<file path="src/rtl/bcd_xs3_pkg.sv">
// Shared types and constants for the sequential BCD to excess-3 converter.
package bcd_xs3_pkg;

  // Controller states: waiting for a word, converting digits, holding the result
  typedef enum logic [1:0] {
    IDLE = 2'd0,
    CONV = 2'd1,
    DONE = 2'd2
  } state_t;

  // Excess-3 offset added to every BCD digit
  localparam logic [3:0] XS3_OFFSET = 4'd3;

  // Largest legal BCD digit value
  localparam logic [3:0] BCD_MAX = 4'd9;

  // 4-bit excess-3 sum with the carry dropped
  function automatic logic [3:0] xs3_of(input logic [3:0] d);
    return d + XS3_OFFSET;
  endfunction

endpackage

</file>
<file path="src/rtl/bcd_digit_xs3.sv">
// Single-digit BCD to excess-3 converter, purely combinational.
// invalid_o flags a digit above 9; it is only driven when BCD_XS3_ERR_CHECK_EN
// is defined and is constant 0 otherwise.
module bcd_digit_xs3
  import bcd_xs3_pkg::*;
(
  input  logic [3:0] bcd_i,
  output logic [3:0] xs3_o,
  output logic       invalid_o
);

  // Data path: mod-16 add of the excess-3 offset
  always_comb begin
    xs3_o = xs3_of(bcd_i);
  end

`ifdef BCD_XS3_ERR_CHECK_EN
  // Range check against the largest legal BCD digit
  always_comb begin
    invalid_o = (bcd_i > BCD_MAX);
  end
`else
  // No range checking in this build
  always_comb begin
    invalid_o = 1'b0;
  end
`endif

endmodule

</file>
<file path="src/rtl/bcd_xs3_seq.sv">
// Sequential packed BCD to excess-3 converter.
// A captured word is converted one digit per clock (LSB digit first) through a
// single shared bcd_digit_xs3 instance; the finished word is held on out_xs3
// until the downstream side accepts it.
// Optional feature: define BCD_XS3_ERR_CHECK_EN to flag digits greater than 9
// on out_err; without it out_err is constant 0.
module bcd_xs3_seq
  import bcd_xs3_pkg::*;
#(
  parameter int unsigned DIGITS = 4
) (
  input  logic                  clk,
  input  logic                  rst,
  input  logic                  in_valid,
  output logic                  in_ready,
  input  logic [4*DIGITS-1:0]   in_bcd,
  output logic                  out_valid,
  input  logic                  out_ready,
  output logic [4*DIGITS-1:0]   out_xs3,
  output logic                  out_err,
  output logic                  busy
);

  localparam int unsigned IDX_W = (DIGITS > 1) ? $clog2(DIGITS) : 1;
  localparam logic [IDX_W-1:0] LAST_IDX = IDX_W'(DIGITS - 1);

  state_t                 state_q;
  logic [IDX_W-1:0]       idx_q;
  logic [4*DIGITS-1:0]    src_q;
  logic [4*DIGITS-1:0]    work_q;
  logic [4*DIGITS-1:0]    work_d;
  logic [4*DIGITS-1:0]    out_q;
  logic                   out_valid_q;
  logic                   busy_q;
  logic                   in_ready_q;

  logic [3:0]             cur_bcd;
  logic [3:0]             cur_xs3;
  logic                   cur_invalid;
  logic                   last_idx;

`ifdef BCD_XS3_ERR_CHECK_EN
  logic                   err_q;
`endif

  // Select source digit idx for the shared converter
  always_comb begin
    cur_bcd = '0;
    for (int unsigned i = 0; i < DIGITS; i++) begin
      if (idx_q == IDX_W'(i)) begin
        cur_bcd = src_q[4*i +: 4];
      end
    end
  end

  bcd_digit_xs3 u_digit (
    .bcd_i     (cur_bcd),
    .xs3_o     (cur_xs3),
    .invalid_o (cur_invalid)
  );

  // Working result with the converted digit written into slot idx
  always_comb begin
    work_d = work_q;
    for (int unsigned i = 0; i < DIGITS; i++) begin
      if (idx_q == IDX_W'(i)) begin
        work_d[4*i +: 4] = cur_xs3;
      end
    end
  end

  // Final digit of the word is being converted this cycle
  always_comb begin
    last_idx = (idx_q == LAST_IDX);
  end

  // Controller FSM with registered handshake and status outputs.
  // Digits accumulate in work_q so out_xs3 keeps the previous word until the
  // new one is complete.
  always_ff @(posedge clk) begin
    if (rst) begin
      state_q     <= IDLE;
      idx_q       <= '0;
      src_q       <= '0;
      work_q      <= '0;
      out_q       <= '0;
      out_valid_q <= 1'b0;
      busy_q      <= 1'b0;
      in_ready_q  <= 1'b1;
`ifdef BCD_XS3_ERR_CHECK_EN
      err_q       <= 1'b0;
`endif
    end else begin
      case (state_q)
        IDLE: begin
          if (in_valid && in_ready_q) begin
            src_q      <= in_bcd;
            idx_q      <= '0;
            work_q     <= '0;
            busy_q     <= 1'b1;
            in_ready_q <= 1'b0;
            state_q    <= CONV;
`ifdef BCD_XS3_ERR_CHECK_EN
            err_q      <= 1'b0;
`endif
          end
        end
        CONV: begin
          work_q <= work_d;
`ifdef BCD_XS3_ERR_CHECK_EN
          err_q  <= err_q | cur_invalid;
`endif
          if (last_idx) begin
            out_q       <= work_d;
            out_valid_q <= 1'b1;
            idx_q       <= '0;
            state_q     <= DONE;
          end else begin
            idx_q <= idx_q + IDX_W'(1);
          end
        end
        DONE: begin
          if (out_ready) begin
            out_valid_q <= 1'b0;
            busy_q      <= 1'b0;
            in_ready_q  <= 1'b1;
            state_q     <= IDLE;
          end
        end
        default: begin
          state_q     <= IDLE;
          idx_q       <= '0;
          out_valid_q <= 1'b0;
          busy_q      <= 1'b0;
          in_ready_q  <= 1'b1;
        end
      endcase
    end
  end

  // Output drive; in_ready is masked by rst so no word is taken during reset
  always_comb begin
    in_ready  = in_ready_q & ~rst;
    out_valid = out_valid_q;
    out_xs3   = out_q;
    busy      = busy_q;
`ifdef BCD_XS3_ERR_CHECK_EN
    out_err   = err_q;
`else
    // cur_invalid is constant 0 in this build
    out_err   = cur_invalid;
`endif
  end

endmodule

</file>
<file path="config.mk">
export PLATFORM = sky130hd
export DESIGN_NAME = bcd_xs3_seq
export DESIGN_NICKNAME = d
export VERILOG_FILES = /design/src/rtl/bcd_xs3_pkg.sv /design/src/rtl/bcd_digit_xs3.sv /design/src/rtl/bcd_xs3_seq.sv
export SDC_FILE = /design/constraint.sdc
export NUM_CORES = 1
export LEC_CHECK = 0
export BUFFER_PORTS_ARGS = -buffer_cell sky130_fd_sc_hd__buf_4
export CAP_MARGIN = 30
export CORE_UTILIZATION = 35
export DETAILED_ROUTE_END_ITERATION = 7
export GPL_TIMING_DRIVEN = 0
export PLACE_DENSITY = 0.58
export SYNTH_ARGS = -nofsm -noshare
export SYNTH_HDL_FRONTEND = slang
export SYNTH_SLANG_ARGS = --single-unit
</file>
<file path="constraint.sdc">
create_clock -name clk -period 2.75 [get_ports clk]
set_clock_uncertainty 0.1 [all_clocks]
set_input_delay 0.55 -clock clk [delete_from_list [all_inputs] [get_ports clk]]
set_output_delay 0.55 -clock clk [all_outputs]
set_load 0.02 [all_outputs]
</file>
==> out/metrics.cfg <==
[status]
status = finished clean

[floorplan]
start_util_pct = 36.5
rows = 30
dieHeight_um = 86.4
die_w_um = 86.4
io_pins = 40
die_area_sq_um = 7460
core-area_sq_um = 6830

[worst_setup_path]
path_buf_inv = 3
worstPathCellList = inv_1, ha_1, buf_6, nand3b_1, a221oi_2, inv_1, ha_1, xnor2_4, mux2i_1, a211oi_1
worstSetupStartpointType = flop
critPathArrivalTime_ns = 2.64
cp_slowest_stage_delay_ns = 0.39
cp-endpoint = out_xs3[6]$_SDFFE_PP0P_
crit_type = flop to flop
worst_r2r_endpoint = out_xs3[6]$_SDFFE_PP0P_
setup.worst_path.start = idx_q[1]$_SDFFE_PP0P_
r2r_start = idx_q[1]$_SDFFE_PP0P_
crit_cells = 10
path_delay_family = compound AO/OA/AOI/OAI gates
required_ns = 2.87
ff2ff_setup_slack_ns = 0.23
reg2reg_depth = 10
slowest_stage = dfxtp_1
worst_setup_path_end_kind = flop
crit_fanout = 10

[sta]
drv_slew = 0
finalCritPeriodShare_pct = 91.7
setup_viol = 0
rsz0062_at_grt = false
finalHoldViolations = 0
fmax_mhz = 397
layout_setup_ws_ns = 0.228
tightest_slew_ns = 0.589
finalSetupTns_ns = 0
relSlewSlack_pct = 60.6
final.min_clock_period_ns = 2.52

[synth]
syn_avg_cell_area_sq_um = 8.28
synth_area_sq_um = 2490
ys.flop_type = dfxtp_1
yosysSeqAreaShare_pct = 41.0
synth_cell_types = 43
async_reset_ff_share_pct = 0
netlist_instances = 301
synth-seq-cells = 51
synth_edf_count = 0
synth_warnings = 0
synth_fp_nets = 326

[route]
firstDrtPassIters = 4
routed_wl_um = 6390
vias_per_cell = 5.10
ant_nets = 0
via_count = 2268
drc = 0
wl_per_cell_um = 14.4
dr.first_iter.drc_count = 156

[cells_and_area]
drive_gt1_share_pct = 20.3
n_antenna_cell = 0
layout_common_cells = 51 x dfxtp_1, 49 x nand2_1, 44 x buf_4, 36 x nor2_1, 36 x a21oi_1
seq_area_sq_um = 1020
syn2layout_area_growth_pct = 21.2
multi_input_area_sq_um = 1300
layout_commonest_cell = dfxtp_1
fillCellCount = 740
final_cells = 445
finish.net_count = 374

[clock_tree]
htreeDepth = 2
cts_tree = built
clkSinkCount = 51
clkLatencyLatePin_ns = 0.31
max-clock-path-buffers = 2
cts_root_buffer = clkbuf_8
numCtsBuffers = 5
clk_pin_slew_ns = 0.09

[place]
dp_hpwl_um = 4530
dp_cells = 435
numPortBuffers = 38
place_ws_ns = 0.0961
gp_congestion = 0.813

[pwr]
seqPwrFrac_pct = 52.0
sw_frac_of_total_pct = 28.6
p_per_area_nw_per_um2 = 499
internal_power_mw = 1.08
ir_drop_mv = 0.224
pwr-share-clk_pct = 29.6
comb_power_share_pct = 18.4
p_sw_mw = 0.431
power.leakage_nw = 1.14

[global_routing]
grt_pass1_vias = 2103
grt_pass1_wl_um = 10500
grt_overflow_total = 0
grt_util_all_layers_pct = 18.3
grt_max_degree = 15
grt_antenna_before_repair = 0

[min_path]
hp-class = flop to flop

[flow_run]
cap_violations = 0

## how the worst min path moves through the flow
stage                                        from                       to  cells past startpoint
after floorplan            src_q[11]$_SDFFE_PP0P_   src_q[11]$_SDFFE_PP0P_                      2
after global placement    out_xs3[1]$_SDFFE_PP0P_  out_xs3[1]$_SDFFE_PP0P_                      2
after detailed placement  out_xs3[1]$_SDFFE_PP0P_  out_xs3[1]$_SDFFE_PP0P_                      2
after CTS                 out_xs3[1]$_SDFFE_PP0P_  out_xs3[1]$_SDFFE_PP0P_                      2
after global routing      out_xs3[1]$_SDFFE_PP0P_  out_xs3[1]$_SDFFE_PP0P_                      2
final                     out_xs3[1]$_SDFFE_PP0P_  out_xs3[1]$_SDFFE_PP0P_                      2
## what timing repair did
action                                  in CTS  in global routing
hold buffers                                 0                  0
setup buffers                                0                  3
resized for setup                            0                  2
endpoints found under the setup margin       0                  3
## logic make-up after synthesis
logic type / share of synthesized area (%)
AO/OA/AOI/OAI: 22.9
XOR/XNOR: 0.653
adder cells (fa/ha/maj): 2.51
buffers and inverters: 7.28
flip-flops: 41.0
multiplexers: 1.20
other: 0.150
AND/OR/NAND/NOR: 24.3
## cell usage after synthesis (all sizes together), types with 4 or more instances
cell type  count  share of area, %
dfxtp         51                41
nand2         49               7.4
a21oi         36               7.2
nor2          36               5.4
buf           13               3.7
clkbuf        13               2.0
inv           11               1.7
a211oi         9               3.4
nand3b         8               2.9
a32oi          6               2.1
nand4          6               1.5
nor2b          6               1.5
nor3           6               1.2
nor3b          6               1.8
ha             5               2.5
o21ai          4              0.80
o221ai         4               1.4
## routing by layer
metal / GRT usage, % / vias to the layer above / part of all wire [%]
li1: - / 1143 / -
met1: 25.9 / 1078 / 51
met2: 28.9 / 41 / 45
met3: 2.76 / 6 / 3.5
met4: 5.30 / 0 / 1.3
met5: 0 / - / 0
## power by group through the flow
stage | Clock (mW) | Combinational [mW] | Sequential (mW)
global placement | 0 | 0.260 | 0.800
CTS | 0.461 | 0.263 | 0.784
finish | 0.446 | 0.278 | 0.783
detailed placement | 0 | 0.262 | 0.801
floorplan | 0 | 0.181 | 0.798
global route | 0.491 | 0.305 | 0.788
## sequential cells by signal (all words and copies together) (netlist names)
name	flops
src_q	16
out_xs3	16
idx_q	2
in_ready_q	1
state_q	2
busy	1
out_valid	1
work_q	12
## tightest hold or removal path, stage by stage (launching register included)
cell and delay [ns]:
dfxtp_1 0.32, nand2_1 0.05, a21oi_1 0.05
## metrics by stage
stage | hold slack, ns | area (sq um) | power (mW) | util (%)
after CTS | 0.358 | 2990 | 1.51 | 43.7
after global routing | 0.370 | 3020 | 1.58 | 44.2
final | 0.355 | 3020 | 1.51 | 44.2
after detailed placement | 0.345 | 2900 | 1.06 | 42.4
after global placement | 0.343 | 2900 | 1.06 | 42.4
after floorplan | 0.336 | 2490 | 0.979 | -
## final cells by class
cell class                 instances  area share (%)
multi-input combinational        213            43.1
tap                               96            3.98
clock buffer                       6            2.73
timing repair buffer              41            10.2
clock inverter                     1           0.166
sequential                        51            33.8
buffer                            26            4.64
inverter                          11            1.37
(Power assumes the default switching activity.)
